[src/rtl/vending_machine_param_if.sv]
// vending_machine_param_if: coin/cancel inputs and vend/refund outputs of the vending machine
// Signals: pi_money_half, pi_money_one, pi_cancel (customer side, driven by master);
//   po_beverage, po_money[CREDIT_W], po_refund, po_sold_cnt[SOLD_W] (machine side, driven by slave).
interface vending_machine_param_if #(
  parameter int CREDIT_W = 4,
  parameter int SOLD_W = 8
);
  logic pi_money_half;
  logic pi_money_one;
  logic pi_cancel;
  logic po_beverage;
  logic po_refund;
  logic [CREDIT_W-1:0] po_money;
  logic [SOLD_W-1:0] po_sold_cnt;
  modport master(
    output pi_money_half, pi_money_one, pi_cancel,
    input po_beverage, po_refund, po_money, po_sold_cnt
  );
  modport slave(
    input pi_money_half, pi_money_one, pi_cancel,
    output po_beverage, po_refund, po_money, po_sold_cnt
  );
endinterface

[src/rtl/vending_machine_param.sv]
// vending_machine_param: half-unit credit vending FSM with change, sold counter and optional cancel refund
// Ports: sys_clk; sys_rst_n (async, active-low); bus (slave): pi_money_half, pi_money_one, pi_cancel in,
//   po_beverage, po_money, po_refund, po_sold_cnt out. Define VM_CANCEL_EN to enable cancel/refund.
module vending_machine_param #(
  parameter int PRICE = 3,
  parameter int CREDIT_W = 4,
  parameter int SOLD_W = 8
) (
  input logic sys_clk,
  input logic sys_rst_n,
  vending_machine_param_if.slave bus
);
`ifdef VM_CANCEL_EN
  typedef enum logic [3:0] {IDLE = 4'b0001, COLLECT = 4'b0010, VEND = 4'b0100, REFUND = 4'b1000} state_t;
`else
  typedef enum logic [2:0] {IDLE = 3'b001, COLLECT = 3'b010, VEND = 3'b100} state_t;
`endif
  state_t state, state_n;
  logic [CREDIT_W-1:0] credit, credit_n, coin, sum, money, money_n;
  logic [SOLD_W-1:0] sold, sold_n;
  logic beverage, refund, legal, cancel, vend;
  // {one, half} is exactly one*2 + half; credit is only nonzero in COLLECT
  assign coin = CREDIT_W'({bus.pi_money_one, bus.pi_money_half});
  assign sum = credit + coin;
  always_comb begin
`ifdef VM_CANCEL_EN
    legal = state inside {IDLE, COLLECT, VEND, REFUND};
    cancel = legal && bus.pi_cancel && sum != '0;
`else
    legal = state inside {IDLE, COLLECT, VEND};
    cancel = 1'b0;
`endif
    vend = legal && !cancel && sum >= CREDIT_W'(PRICE);
`ifdef VM_CANCEL_EN
    state_n = !legal ? IDLE : cancel ? REFUND : vend ? VEND : sum != '0 ? COLLECT : IDLE;
`else
    state_n = !legal ? IDLE : vend ? VEND : sum != '0 ? COLLECT : IDLE;
`endif
    credit_n = (legal && !cancel && !vend) ? sum : '0;
    money_n = vend ? sum - CREDIT_W'(PRICE) : cancel ? sum : '0;
    sold_n = vend ? sold + SOLD_W'(1) : sold;
  end
  always_ff @(posedge sys_clk or negedge sys_rst_n) begin
    if (!sys_rst_n) begin
      state <= IDLE;
      credit <= '0;
      money <= '0;
      sold <= '0;
      beverage <= 1'b0;
      refund <= 1'b0;
    end else begin
      state <= state_n;
      credit <= credit_n;
      money <= money_n;
      sold <= sold_n;
      beverage <= vend;
      refund <= cancel;
    end
  end
  assign bus.po_beverage = beverage;
  assign bus.po_refund = refund;
  assign bus.po_money = money;
  assign bus.po_sold_cnt = sold;
endmodule
[src/flat_wrapper.sv]
// flat-port wrapper written by rule: the top's interface ports become plain ports
module vending_machine_param_flat 
#(
  parameter int PRICE = 3,
  parameter int CREDIT_W = 4,
  parameter int SOLD_W = 8
)
  (sys_clk, sys_rst_n, bus_pi_money_half, bus_pi_money_one, bus_pi_cancel, bus_po_beverage, bus_po_refund, bus_po_money, bus_po_sold_cnt);
  vending_machine_param_if #(.CREDIT_W(CREDIT_W), .SOLD_W(SOLD_W)) bus_i ();
  input logic sys_clk;
  input logic sys_rst_n;
  input wire logic [$bits(bus_i.pi_money_half)-1:0] bus_pi_money_half;
  input wire logic [$bits(bus_i.pi_money_one)-1:0] bus_pi_money_one;
  input wire logic [$bits(bus_i.pi_cancel)-1:0] bus_pi_cancel;
  output wire logic [$bits(bus_i.po_beverage)-1:0] bus_po_beverage;
  output wire logic [$bits(bus_i.po_refund)-1:0] bus_po_refund;
  output wire logic [$bits(bus_i.po_money)-1:0] bus_po_money;
  output wire logic [$bits(bus_i.po_sold_cnt)-1:0] bus_po_sold_cnt;
  assign bus_i.pi_money_half = bus_pi_money_half;
  assign bus_i.pi_money_one = bus_pi_money_one;
  assign bus_i.pi_cancel = bus_pi_cancel;
  assign bus_po_beverage = bus_i.po_beverage;
  assign bus_po_refund = bus_i.po_refund;
  assign bus_po_money = bus_i.po_money;
  assign bus_po_sold_cnt = bus_i.po_sold_cnt;
  vending_machine_param #(.PRICE(PRICE), .CREDIT_W(CREDIT_W), .SOLD_W(SOLD_W)) u_core (.sys_clk(sys_clk), .sys_rst_n(sys_rst_n), .bus(bus_i));
endmodule
[config.mk]
export PLATFORM = sky130hd
export DESIGN_NAME = vending_machine_param_flat
export DESIGN_NICKNAME = d
export VERILOG_FILES = /design/src/rtl/vending_machine_param_if.sv /design/src/rtl/vending_machine_param.sv /design/src/flat_wrapper.sv
export SDC_FILE = /design/constraint.sdc
export NUM_CORES = 1
export LEC_CHECK = 0
export CAP_MARGIN = 20
export CORE_MARGIN = 2
export CORE_UTILIZATION = 45
export DETAILED_ROUTE_END_ITERATION = 12
export GPL_TIMING_DRIVEN = 0
export PLACE_DENSITY_LB_ADDON = 0.15
export SLEW_MARGIN = 20
export SYNTH_ARGS = -nofsm -noshare
export SYNTH_HDL_FRONTEND = slang
export SYNTH_SLANG_ARGS = --single-unit
export TNS_END_PERCENT = 5
[constraint.sdc]
create_clock -name sys_clk -period 2 [get_ports sys_clk]
set_input_delay 0.5 -clock sys_clk [delete_from_list [all_inputs] [get_ports sys_clk]]
set_output_delay 0.5 -clock sys_clk [all_outputs]
set_load 0.05 [all_outputs]
==> results by group <==
Worst setup path
  – Crit path max-delay cell type: fa_1
  – CP Data Arrival Time: 2.28 ns
  – R2r worst-path depth: 9
  – Setup slack, reg-to-reg: -0.06 ns
  – Crit-path cells: clkdlybuf4s15_2, ha_4, inv_2, fa_1, inv_2, ha_4, nor2_4, buf_6, a2111oi_4, xor2_1
  – Crit path required time: 2.21 ns
  – Max stage delay on crit path: 0.48 ns
  – Delay-heaviest family, CP: adder cells
  – Worst-path fanout max: 5
  – Worst reg2reg endpoint: u_core.bus.po_sold_cnt[5]
  – Worst Setup End Kind: flop
  – Worst path bufs/invs: 4
  – Startpoint class of the critical path: input port
  – FF-to-FF Start: u_core.credit[0]
  – CP Class: in2reg

Route
  – Detailed Route WL: 1780 um
  – DR iter-0 viols: 5
  – Residual DRC: 0
  – Via count normalized by instance count: 5.03
  – Wire per inst: 13.1 um
  – Post-route ant nets: 0
  – Vias: 684
  – Pre-antenna DRT Iters: 5

Floorplanning
  – Die height: 51.1 um
  – Core Rows: 17
  – Initial Util: 46.5%
  – Core Region: 2150 um^2
  – Total die area: 2610 um^2
  – Chip width: 51.1 um
  – Ports: 19

Pwr
  – NetSw: 1.14 mW
  – Logic pwr share: 60.8%
  – Share of power burned in registers: 30.7%
  – IR drop worst, VDD: 0.000924 V
  – Pint: 1.07 mW
  – Power Dens Cells: 1680 nW/um^2
  – Clock share of power: 8.5%
  – Sw frac: 51.7%
  – Final Power: 2.21 mW
  – Leakage: 0.566 nW

Timing
  – Clk_skew: 0.00615 ns
  – Max-slew violation count: 0
  – Endpoints failing setup: 4
  – Worst Tran Pin Value: 0.805 ns
  – Tmin final: 2.07 ns
  – Hold Vio Cnt, Final: 0
  – Final WS setup: -0.0665 ns
  – Max Fclk: 484 MHz
  – Worst slew margin: 46.1%
  – Unrepaired setup endpoints after global routing: true
  – WHS: 0.474 ns
  – Period utilization: 103%

Run status
  – Failing checks: setup timing
  – Status: finished, violations left

Global route
  – Largest net degree at the start of global routing: 20
  – Global route overflow: 0
  – Total GRT Usage: 16.6%
  – Initial antenna violation count: 0
  – Number of global-route vias before repair: 691
  – First-pass GRT wire length: 3130 um

Clocking
  – Hold buffer count at cts: 0
  – H-tree Lvls: 1
  – CTS root buffer: clkbuf_4
  – CTS sink cnt: 19
  – CTS tree: done
  – Worst skew pair latency: 0.29 ns
  – CTS Buffer Depth: 2
  – Worst-path clk slew: 0.10 ns
  – Number of buffers created by CTS: 3

Hold path
  – Hold EP: u_core.bus.po_sold_cnt[7]
  – Hold path depth: 1
  – Min-Delay Path Class: reg2reg
  – Worst Hold Launch: u_core.bus.po_sold_cnt[7]

Synthesis
  – Post-synth EDFFs: 0
  – Post-Synthesis Cells: 82
  – Ys Warns: 0
  – Synth top area cells: dfrtp_1 (45%), ha_1 (6.3%), xor2_1 (6.1%)
  – Seq/Total Area, Yosys: 47.7%
  – Top cell type's share of synthesized area: 45.1%
  – Biggest area consumer among synthesized cells: dfrtp_1
  – Number of synthesized register bits: 19
  – Mapped cell area: 1000 um^2
  – Asr flop ratio synth: 100%
  – Prevailing post-synth register cell: dfrtp_1
  – Cell variety after synth: 31
  – Syn avg cell area: 12.2 um^2

Layout
  – Register area: 477 um^2
  – P&R area growth vs syn: 31.3%
  – Area of the multi-input gates: 538 um^2
  – Most common cell after layout, fill and taps aside: dfrtp_1
  – Final Util: 61.1%
  – Layout Nets: 120
  – Finished layout cell area: 1310 um^2
  – Commonest non-fill, non-tap cells in the layout: dfrtp_1 (18), dlygate4sd2_1 (9), xor2_1 (7)
  – Layout fillers: 179
  – ANT cells: 0
  – Layout cells sized above 1: 29.6%

Place
  – Placed inst area: 1230 um^2
  – GPL Wtd Cong: 0.807
  – Port bufs: 16
  – Final HPWL DP: 1200 um

Flow run
  – Max-cap viol count: 0
## synthesized netlist by cell type, types with 2 or more instances
cell type	count
nand4_1	2
nand2_1	4
a211oi_1	4
nor3_1	3
ha_1	5
nand3_1	5
a21oi_1	3
a2111oi_4	2
and2_1	3
dfrtp_1	18
inv_1	7
xor2_1	7
## power by group through the flow
stage	registers, mW	clock network (mW)	logic [mW]
floorplan	1.11	0	0.520
global placement	0.689	0	1.32
detailed placement	0.690	0	1.32
global route	0.708	0.215	1.45
CTS	0.679	0.194	1.33
finish	0.679	0.189	1.34
## worst max-delay path by stage
stage / startpoint / endpoint / slack [ns] / depth (start not counted)
after floorplan: bus_pi_money_half / u_core.bus.po_sold_cnt[1] / -0.19 / 8
after global placement: bus_pi_money_half / u_core.bus.po_sold_cnt[1] / -0.85 / 9
after detailed placement: bus_pi_money_half / u_core.bus.po_sold_cnt[1] / -0.86 / 9
after CTS: u_core.credit[0] / u_core.bus.po_sold_cnt[7] / -0.03 / 9
after global routing: u_core.credit[0] / u_core.bus.po_sold_cnt[5] / -0.18 / 9
final: bus_pi_money_half / u_core.bus.po_sold_cnt[5] / -0.07 / 10
## final cells by class
type,instances,share of cell area [%]
flip-flops and latches,19,36.3
plain buffers,3,1.81
repair buffers,20,14.2
clock buffers,4,2.00
multi-input cells,55,41.0
well taps,28,2.67
inverters,7,2.00
## sequential cells by signal, summed over array words and instances, names as in the netlist
name and cells:
u_core.bus.po_sold_cnt 8, u_core.credit 4, u_core.state 2, u_core.bus.po_beverage 1, u_core.bus.po_money 4
## routing by layer
layer / GRT usage, % / routed length (um)
met5: 0 / 0
met4: 8.56 / 34
met3: 2.92 / 76
met2: 26.2 / 856
met1: 21.9 / 810
## repair_timing
item,in CTS,in global routing
pin swaps,8,6
setup buffers,4,0
resized for setup,17,2
setup endpoints to repair,25,11
## worst register-to-register path, stage by stage, from the launching register on
cell and delay [ns]:
dfrtp_1 0.40, ha_4 0.17, inv_2 0.05, fa_1 0.44, inv_2 0.10, ha_4 0.14, nor2_4 0.05, buf_6 0.14
a2111oi_4 0.29, xor2_1 0.20
## per-stage QoR
stage | TNS (ns) | worst slack, ns | cells
floorplan | -0.787 | -0.194 | 84
global placement | -11.20 | -0.850 | 128
detailed placement | -11.35 | -0.857 | 128
CTS | -0.0643 | -0.0312 | 136
global route | -0.753 | -0.185 | 136
finish | -0.122 | -0.0665 | 136
## cells by family (layout without fill, tap and decap cells)
| logic type | count (synthesis) | after routing | share of synthesized area, % |
|---|---|---|---|
| AND/OR/NAND/NOR | 21 | 21 | 11.9 |
| flip-flops | 19 | 19 | 47.7 |
| AO/OA/AOI/OAI | 15 | 15 | 16.6 |
| buffers and inverters | 10 | 34 | 5.01 |
| XOR/XNOR | 9 | 9 | 8.64 |
| adder cells (fa/ha/maj) | 6 | 6 | 8.26 |
| other | 1 | 3 | 0.375 |
| multiplexers | 1 | 1 | 1.50 |
No activity file was read; power rests on OpenSTA's default activity.
